`config.mk`:
```
export PLATFORM = sky130hd
export DESIGN_NAME = fpu
export DESIGN_NICKNAME = d
export VERILOG_FILES = /design/src/rtl/fpu.sv
export SDC_FILE = /design/constraint.sdc
export NUM_CORES = 2
export LEC_CHECK = 0
export CORE_UTILIZATION = 40
export DETAILED_ROUTE_END_ITERATION = 16
export PLACE_DENSITY = 0.67
export SKIP_LAST_GASP = 1
export SYNTH_ARGS = -nofsm -noshare
export SYNTH_HDL_FRONTEND = slang
export SYNTH_SLANG_ARGS = --single-unit
```
`constraint.sdc`:
```
create_clock -name clk -period 1.28 [get_ports clk]
set_input_delay 0.128 -clock clk [delete_from_list [all_inputs] [get_ports clk]]
set_output_delay 0.128 -clock clk [all_outputs]
set_load 0.005 [all_outputs]
```
`src/rtl/fpu.sv`:
```
// Binary32 FPU slice: multiply, floor, floor-to-int and compare, denormals flushed to zero.
// Combinational compute into one result register: 1-cycle latency, a new op every cycle.
module fpu (
  input  logic        clk,
  input  logic        rst,
  input  logic [31:0] a,
  input  logic [31:0] b,
  input  logic [2:0]  fpu_op,
  output logic [31:0] result
);

  localparam logic [31:0] QNAN = 32'h7FC00000;

  typedef enum logic [2:0] {
    OP_MUL   = 3'd0,
    OP_FLOOR = 3'd1,
    OP_F2I   = 3'd2,
    OP_CMP   = 3'd3
  } op_e;

  logic [31:0] r_result;
  logic [31:0] w_next;

  logic        w_sa, w_sb;
  logic [7:0]  w_ea, w_eb;
  logic [22:0] w_ma, w_mb;
  logic        w_a_zero, w_b_zero, w_a_inf, w_b_inf, w_a_nan, w_b_nan;

  assign w_sa     = a[31];
  assign w_sb     = b[31];
  assign w_ea     = a[30:23];
  assign w_eb     = b[30:23];
  assign w_ma     = a[22:0];
  assign w_mb     = b[22:0];
  assign w_a_zero = (w_ea == 8'd0);
  assign w_b_zero = (w_eb == 8'd0);
  assign w_a_inf  = (w_ea == 8'hFF) && (w_ma == 23'd0);
  assign w_b_inf  = (w_eb == 8'hFF) && (w_mb == 23'd0);
  assign w_a_nan  = (w_ea == 8'hFF) && (w_ma != 23'd0);
  assign w_b_nan  = (w_eb == 8'hFF) && (w_mb != 23'd0);

  // Multiply: exact 48-bit product, one-place normalise, RNE on the dropped bits.
  logic [47:0] w_prod;
  logic        w_norm, w_guard, w_sticky, w_rnd_up, w_mul_s;
  logic [22:0] w_mant_pre;
  logic [23:0] w_mant_rnd;
  logic [9:0]  w_mul_exp;
  logic [31:0] w_mul_val;

  assign w_prod     = {24'd0, 1'b1, w_ma} * {24'd0, 1'b1, w_mb};
  assign w_norm     = w_prod[47];
  assign w_mant_pre = w_norm ? w_prod[46:24] : w_prod[45:23];
  assign w_guard    = w_norm ? w_prod[23] : w_prod[22];
  assign w_sticky   = w_norm ? (|w_prod[22:0]) : (|w_prod[21:0]);
  assign w_rnd_up   = w_guard & (w_sticky | w_mant_pre[0]);
  assign w_mant_rnd = {1'b0, w_mant_pre} + {23'd0, w_rnd_up};
  assign w_mul_s    = w_sa ^ w_sb;
  // 10-bit wrap: bit 9 set means the biased exponent went negative.
  assign w_mul_exp  = {2'b00, w_ea} + {2'b00, w_eb} - 10'd127
                    + {9'd0, w_norm} + {9'd0, w_mant_rnd[23]};

  always_comb begin
    w_mul_val = {w_mul_s, w_mul_exp[7:0], w_mant_rnd[22:0]};
    if (w_a_nan || w_b_nan)
      w_mul_val = QNAN;
    else if (w_a_inf || w_b_inf)
      w_mul_val = (w_a_zero || w_b_zero) ? QNAN : {w_mul_s, 8'hFF, 23'd0};
    else if (w_a_zero || w_b_zero)
      w_mul_val = {w_mul_s, 31'd0};
    else if (w_mul_exp[9] || (w_mul_exp == 10'd0))
      w_mul_val = {w_mul_s, 31'd0};
    else if (w_mul_exp >= 10'd255)
      w_mul_val = {w_mul_s, 8'hFF, 23'd0};
  end

  // Unbiased exponent, only meaningful for ea in 127..157; 127 == 31 mod 32.
  logic [4:0]  w_ue;
  assign w_ue = w_ea[4:0] - 5'd31;

  logic [22:0] w_fl_mask, w_fl_trunc;
  logic        w_fl_frac;
  logic [24:0] w_fl_unit, w_fl_sum;
  logic [31:0] w_floor_val;

  assign w_fl_mask  = 23'h7FFFFF >> w_ue;
  assign w_fl_trunc = w_ma & ~w_fl_mask;
  assign w_fl_frac  = |(w_ma & w_fl_mask);
  assign w_fl_unit  = {2'b00, w_fl_mask} + 25'd1;
  assign w_fl_sum   = {2'b01, w_fl_trunc} + w_fl_unit;

  always_comb begin
    w_floor_val = {w_sa, w_ea, w_fl_trunc};
    if (w_a_nan)
      w_floor_val = QNAN;
    else if (w_a_inf || (w_ea >= 8'd150))
      w_floor_val = a;
    else if (w_a_zero)
      w_floor_val = {w_sa, 31'd0};
    else if (w_ea < 8'd127)
      w_floor_val = w_sa ? 32'hBF800000 : 32'h0;
    else if (w_sa && w_fl_frac)
      w_floor_val = {1'b1, w_ea + {7'd0, w_fl_sum[24]},
                     w_fl_sum[24] ? w_fl_sum[23:1] : w_fl_sum[22:0]};
  end

  logic [53:0] w_fi_sh;
  logic        w_fi_frac;
  logic [31:0] w_fi_mag, w_fi_val;

  assign w_fi_sh   = {30'd0, 1'b1, w_ma} << w_ue;
  assign w_fi_frac = |w_fi_sh[22:0];
  assign w_fi_mag  = {1'b0, w_fi_sh[53:23]} + {31'd0, w_sa & w_fi_frac};

  always_comb begin
    w_fi_val = w_sa ? (32'd0 - w_fi_mag) : w_fi_mag;
    if (w_a_nan || w_a_zero)
      w_fi_val = 32'h0;
    else if (w_ea >= 8'd158)
      w_fi_val = w_sa ? 32'h80000000 : 32'h7FFFFFFF;
    else if (w_ea < 8'd127)
      w_fi_val = w_sa ? 32'hFFFFFFFF : 32'h0;
  end

  // Sign-magnitude folded into a signed key; flushed zeros of either sign map to 0.
  logic signed [32:0] w_ka, w_kb;
  logic [31:0]        w_cmp_val;

  assign w_ka = w_a_zero ? 33'sd0 :
                (w_sa ? -$signed({2'b00, a[30:0]}) : $signed({2'b00, a[30:0]}));
  assign w_kb = w_b_zero ? 33'sd0 :
                (w_sb ? -$signed({2'b00, b[30:0]}) : $signed({2'b00, b[30:0]}));

  always_comb begin
    if (w_a_nan || w_b_nan)  w_cmp_val = 32'h00000002;
    else if (w_ka < w_kb)    w_cmp_val = 32'hFFFFFFFF;
    else if (w_ka > w_kb)    w_cmp_val = 32'h00000001;
    else                     w_cmp_val = 32'h0;
  end

  always_comb begin
    w_next = 32'h0;
    case (fpu_op)
      OP_MUL:   w_next = w_mul_val;
      OP_FLOOR: w_next = w_floor_val;
      OP_F2I:   w_next = w_fi_val;
      OP_CMP:   w_next = w_cmp_val;
      default:  w_next = 32'h0;
    endcase
  end

  always_ff @(posedge clk or posedge rst) begin
    if (rst) r_result <= 32'h0;
    else     r_result <= w_next;
  end

  assign result = r_result;

endmodule

```
==> summary.txt <==
WL final -> 142 mm
number of global-route vias before repair -> 35300
Pre-Repair DR Iteration Count -> 6
DR vias -> 35000
Residual DRC -> 0
count of different cell masters after synthesis -> 108
clock slew at reported path FFs -> 60 ps
number of antenna violations at the first check in global routing -> 9
hold-fix buffers at CTS -> 0
Yosys warnings -> 0
post-placement cell count -> 5972
max-slew violations -> 0
cell with the biggest individual delay on the critical path -> sky130_fd_sc_hd__or4_4
top-level I/O count -> 101
aggregate global routing overflow -> 0
top cells by area in the synthesized netlist -> sky130_fd_sc_hd__fa_1 31%, sky130_fd_sc_hd__ha_1 9.4%, sky130_fd_sc_hd__inv_1 7.7%
Detailed Place HPWL -> 113 mm
max-capacitance violation count -> 0
sort of element at the start of the critical path -> input pin
max reg flops -> 32
initial standard-cell utilization of the core -> 0.404
total routing usage reported by global routing -> 0.354
post-route insts no fill -> 6157
largest net degree at the start of global routing -> 47
failing checks -> negative setup slack
setup repair after global routing missed its margin -> yes
Hold Fails Final Rpt -> 0
clock period minus final worst setup slack -> 10340 ps
TritonCTS clock tree -> yes
#FFs+latches synth -> 32
path class of the lowest-slack min-delay path -> in2async
combined buffer and inverter count along the critical path -> 12
number of input and output port buffers inserted -> 100
die height -> 282 um
Placer Congestion -> 1.06
Syn Nets -> 4816
final-report setup violation count -> 32
crit-path max cell delay -> 620 ps
endpoint type of the worst setup path -> register
ys async rst share -> 1.00
Fin Setup TNS -> -278250 ps
normalized max-slew margin -> 0.389
mean routed wirelength per cell -> 23.1 um
most frequently used flop master after synthesis -> sky130_fd_sc_hd__dfrtp_1
1st-iter DRT viols -> 3924
Die Span X -> 282 um
Syn Area/Cell -> 7.79 um^2
layout overhead on the synthesized area -> 43.7%
worst setup timing slack at the placement stage -> -9970 ps
CTS buffer count -> 5
family of cells with the greatest summed delay on the critical path -> adder cells
cell mode on critical path -> sky130_fd_sc_hd__fa_1
part of the Yosys area used for sequential elements -> 0.0255
number of routed nets with antenna violations -> 0
CTS max path bufs -> 2
first-pass GRT wire length -> 212 mm
maximum frequency from static timing analysis -> 96.7 MHz
ratio of final minimum period to clock period -> 8.08
data required time of the worst path -> 1440 ps
average vias per placed instance -> 5.68
critical path depth in cells -> 43
number of synthesized flops with an enable pin -> 0
share of post-route cells with drive strength above 1 -> 0.335
min setup slack post-route -> -9060 ps
cell count after synthesis -> 4028
clock root buffer master -> sky130_fd_sc_hd__clkbuf_16
critical-path maximum fanout -> 16
final layout net count -> 5896
Worst Setup Path Type -> in2reg
final-layout fill cell count -> 6858
sink count of the clock tree -> 32
Arr. time, crit path -> 10500 ps
transition time of the tightest slew-check pin -> 908 ps
# rows -> 102
CTS H-Tree Depth -> 2
area enclosed by the die boundary -> 79600 um^2
run status -> finished, violations left
Std-Cell Core Area -> 77600 um^2
library cell with the largest summed area after synthesis -> sky130_fd_sc_hd__fa_1
netlist area before placement -> 31400 um^2
area share of the largest cell type after synthesis -> 0.309
-- through the flow --
stage	util	cell area, um^2	hold slack (ps)
2_1_floorplan	-	32200	244
5_1_grt	0.581	45100	238
4_1_cts	0.564	43700	206
3_3_place_gp	0.535	41500	492
3_5_place_dp	0.535	41500	499
6_report	0.581	45100	206
-- per-layer routing --
| layer | part of all wire | track usage | routed length, um | up-vias |
|---|---|---|---|---|
| met3 | 0.12 | 0.0885 | 17200 | 413 |
| li1 | - | - | - | 15400 |
| met1 | 0.40 | 0.475 | 56700 | 17200 |
| met4 | 0.049 | 0.143 | 6940 | 0 |
| met5 | 0 | 0 | 0 | - |
| met2 | 0.43 | 0.543 | 61200 | 2010 |
-- Yosys cell counts (all sizes together) (11+ instances only) --
cell and n:
and2 212, or2 12, dfrtp 32, a21oi 174
o21a 22, inv 653, nor4 33, o22ai 15
and3 19, nand3 68, xnor2 108, nand2b 25
nand4b 11, o2111ai 11, o41ai 11, nand4 56
a211oi 29, o21ai 155, a2111oi 12, nor2b 16
o211ai 38, a21boi 12, or4 16, o221ai 11
mux2i 33, buf 55, o31ai 26, mux2 27
a211o 11, o21bai 14, nor2 285, ha 235
xor2 45, a21o 56, mux4 33, fa 484
clkbuf 207, nand2 481, or3 35, a31oi 34
nor3 68, a22oi 13
-- cell usage in the layout, fill, tap and decap left out, types with 19 or more instances in the layout --
cell type                            n
sky130_fd_sc_hd__buf_4            1108
sky130_fd_sc_hd__inv_1             601
sky130_fd_sc_hd__nand2_1           458
sky130_fd_sc_hd__fa_1              456
sky130_fd_sc_hd__nor2_1            247
sky130_fd_sc_hd__ha_1              206
sky130_fd_sc_hd__and2_1            195
sky130_fd_sc_hd__a21oi_1           153
sky130_fd_sc_hd__o21ai_0           122
sky130_fd_sc_hd__xnor2_1           104
sky130_fd_sc_hd__nand3_1            63
sky130_fd_sc_hd__buf_12             61
sky130_fd_sc_hd__nor3_1             57
sky130_fd_sc_hd__a21o_1             56
sky130_fd_sc_hd__buf_6              56
sky130_fd_sc_hd__nand4_1            55
sky130_fd_sc_hd__inv_2              43
sky130_fd_sc_hd__xor2_1             41
sky130_fd_sc_hd__o211ai_1           37
sky130_fd_sc_hd__mux4_2             33
sky130_fd_sc_hd__mux2i_1            32
sky130_fd_sc_hd__clkdlybuf4s50_1    32
sky130_fd_sc_hd__dfrtp_1            32
sky130_fd_sc_hd__or3_1              31
sky130_fd_sc_hd__a31oi_1            30
sky130_fd_sc_hd__fa_2               28
sky130_fd_sc_hd__nand2b_1           24
sky130_fd_sc_hd__o31ai_1            24
sky130_fd_sc_hd__ha_4               24
sky130_fd_sc_hd__o21a_1             21
sky130_fd_sc_hd__o21ai_1            20
sky130_fd_sc_hd__nor2_4             19
sky130_fd_sc_hd__nor4_1             19
sky130_fd_sc_hd__nor2_2             19
-- kinds of logic (layout without fill, tap and decap cells) --
group	count (synthesis)	count (layout)	share of synthesized area
simple gates	1377	1377	0.215
other cells	0	8	0
xor+xnor	153	153	0.0432
flops	32	32	0.0255
fa+ha+maj	719	719	0.402
compound gates	730	730	0.155
mux	93	93	0.0439
buf+inv	924	2005	0.114
-- repair_timing --
| item | in CTS | in global routing |
|---|---|---|
| gates cloned | 15 | 2 |
| gates resized for setup | 379 | 268 |
| buffers inserted | 93 | 68 |
| pin swaps | 128 | 182 |
| setup endpoints to repair | 46 | 37 |
-- tightest hold or removal path, cell delays in order --
cell and delay [ps]:
sky130_fd_sc_hd__clkdlybuf4s50_1 400, sky130_fd_sc_hd__inv_1 90, sky130_fd_sc_hd__buf_12 220
-- path summary, 6_finish.rpt --
kind                       slack (ps)                    to  startpoint
worst max-delay path            -9060   result[9]$_DFF_PP0_       a[15]
worst min-delay path              210  result[31]$_DFF_PP0_         rst
max in group asynchronous         880   result[0]$_DFF_PP0_         rst
min in group clk                  550   result[4]$_DFF_PP0_        a[4]
-- cell type report --
type	count	area (um^2)	area share
diodes	8	20.0	0.000444
clock buffers	5	125	0.00277
clock inverters	3	42.5	0.000943
inverters	662	2540	0.0563
multi-input cells	3072	28700	0.637
flip-flops and latches	32	801	0.0178
well taps	1040	1300	0.0289
repair buffers	1335	11500	0.256
Power is not shown: default switching activity piles up to over one toggle a cycle in this logic, so the estimate is an artifact.
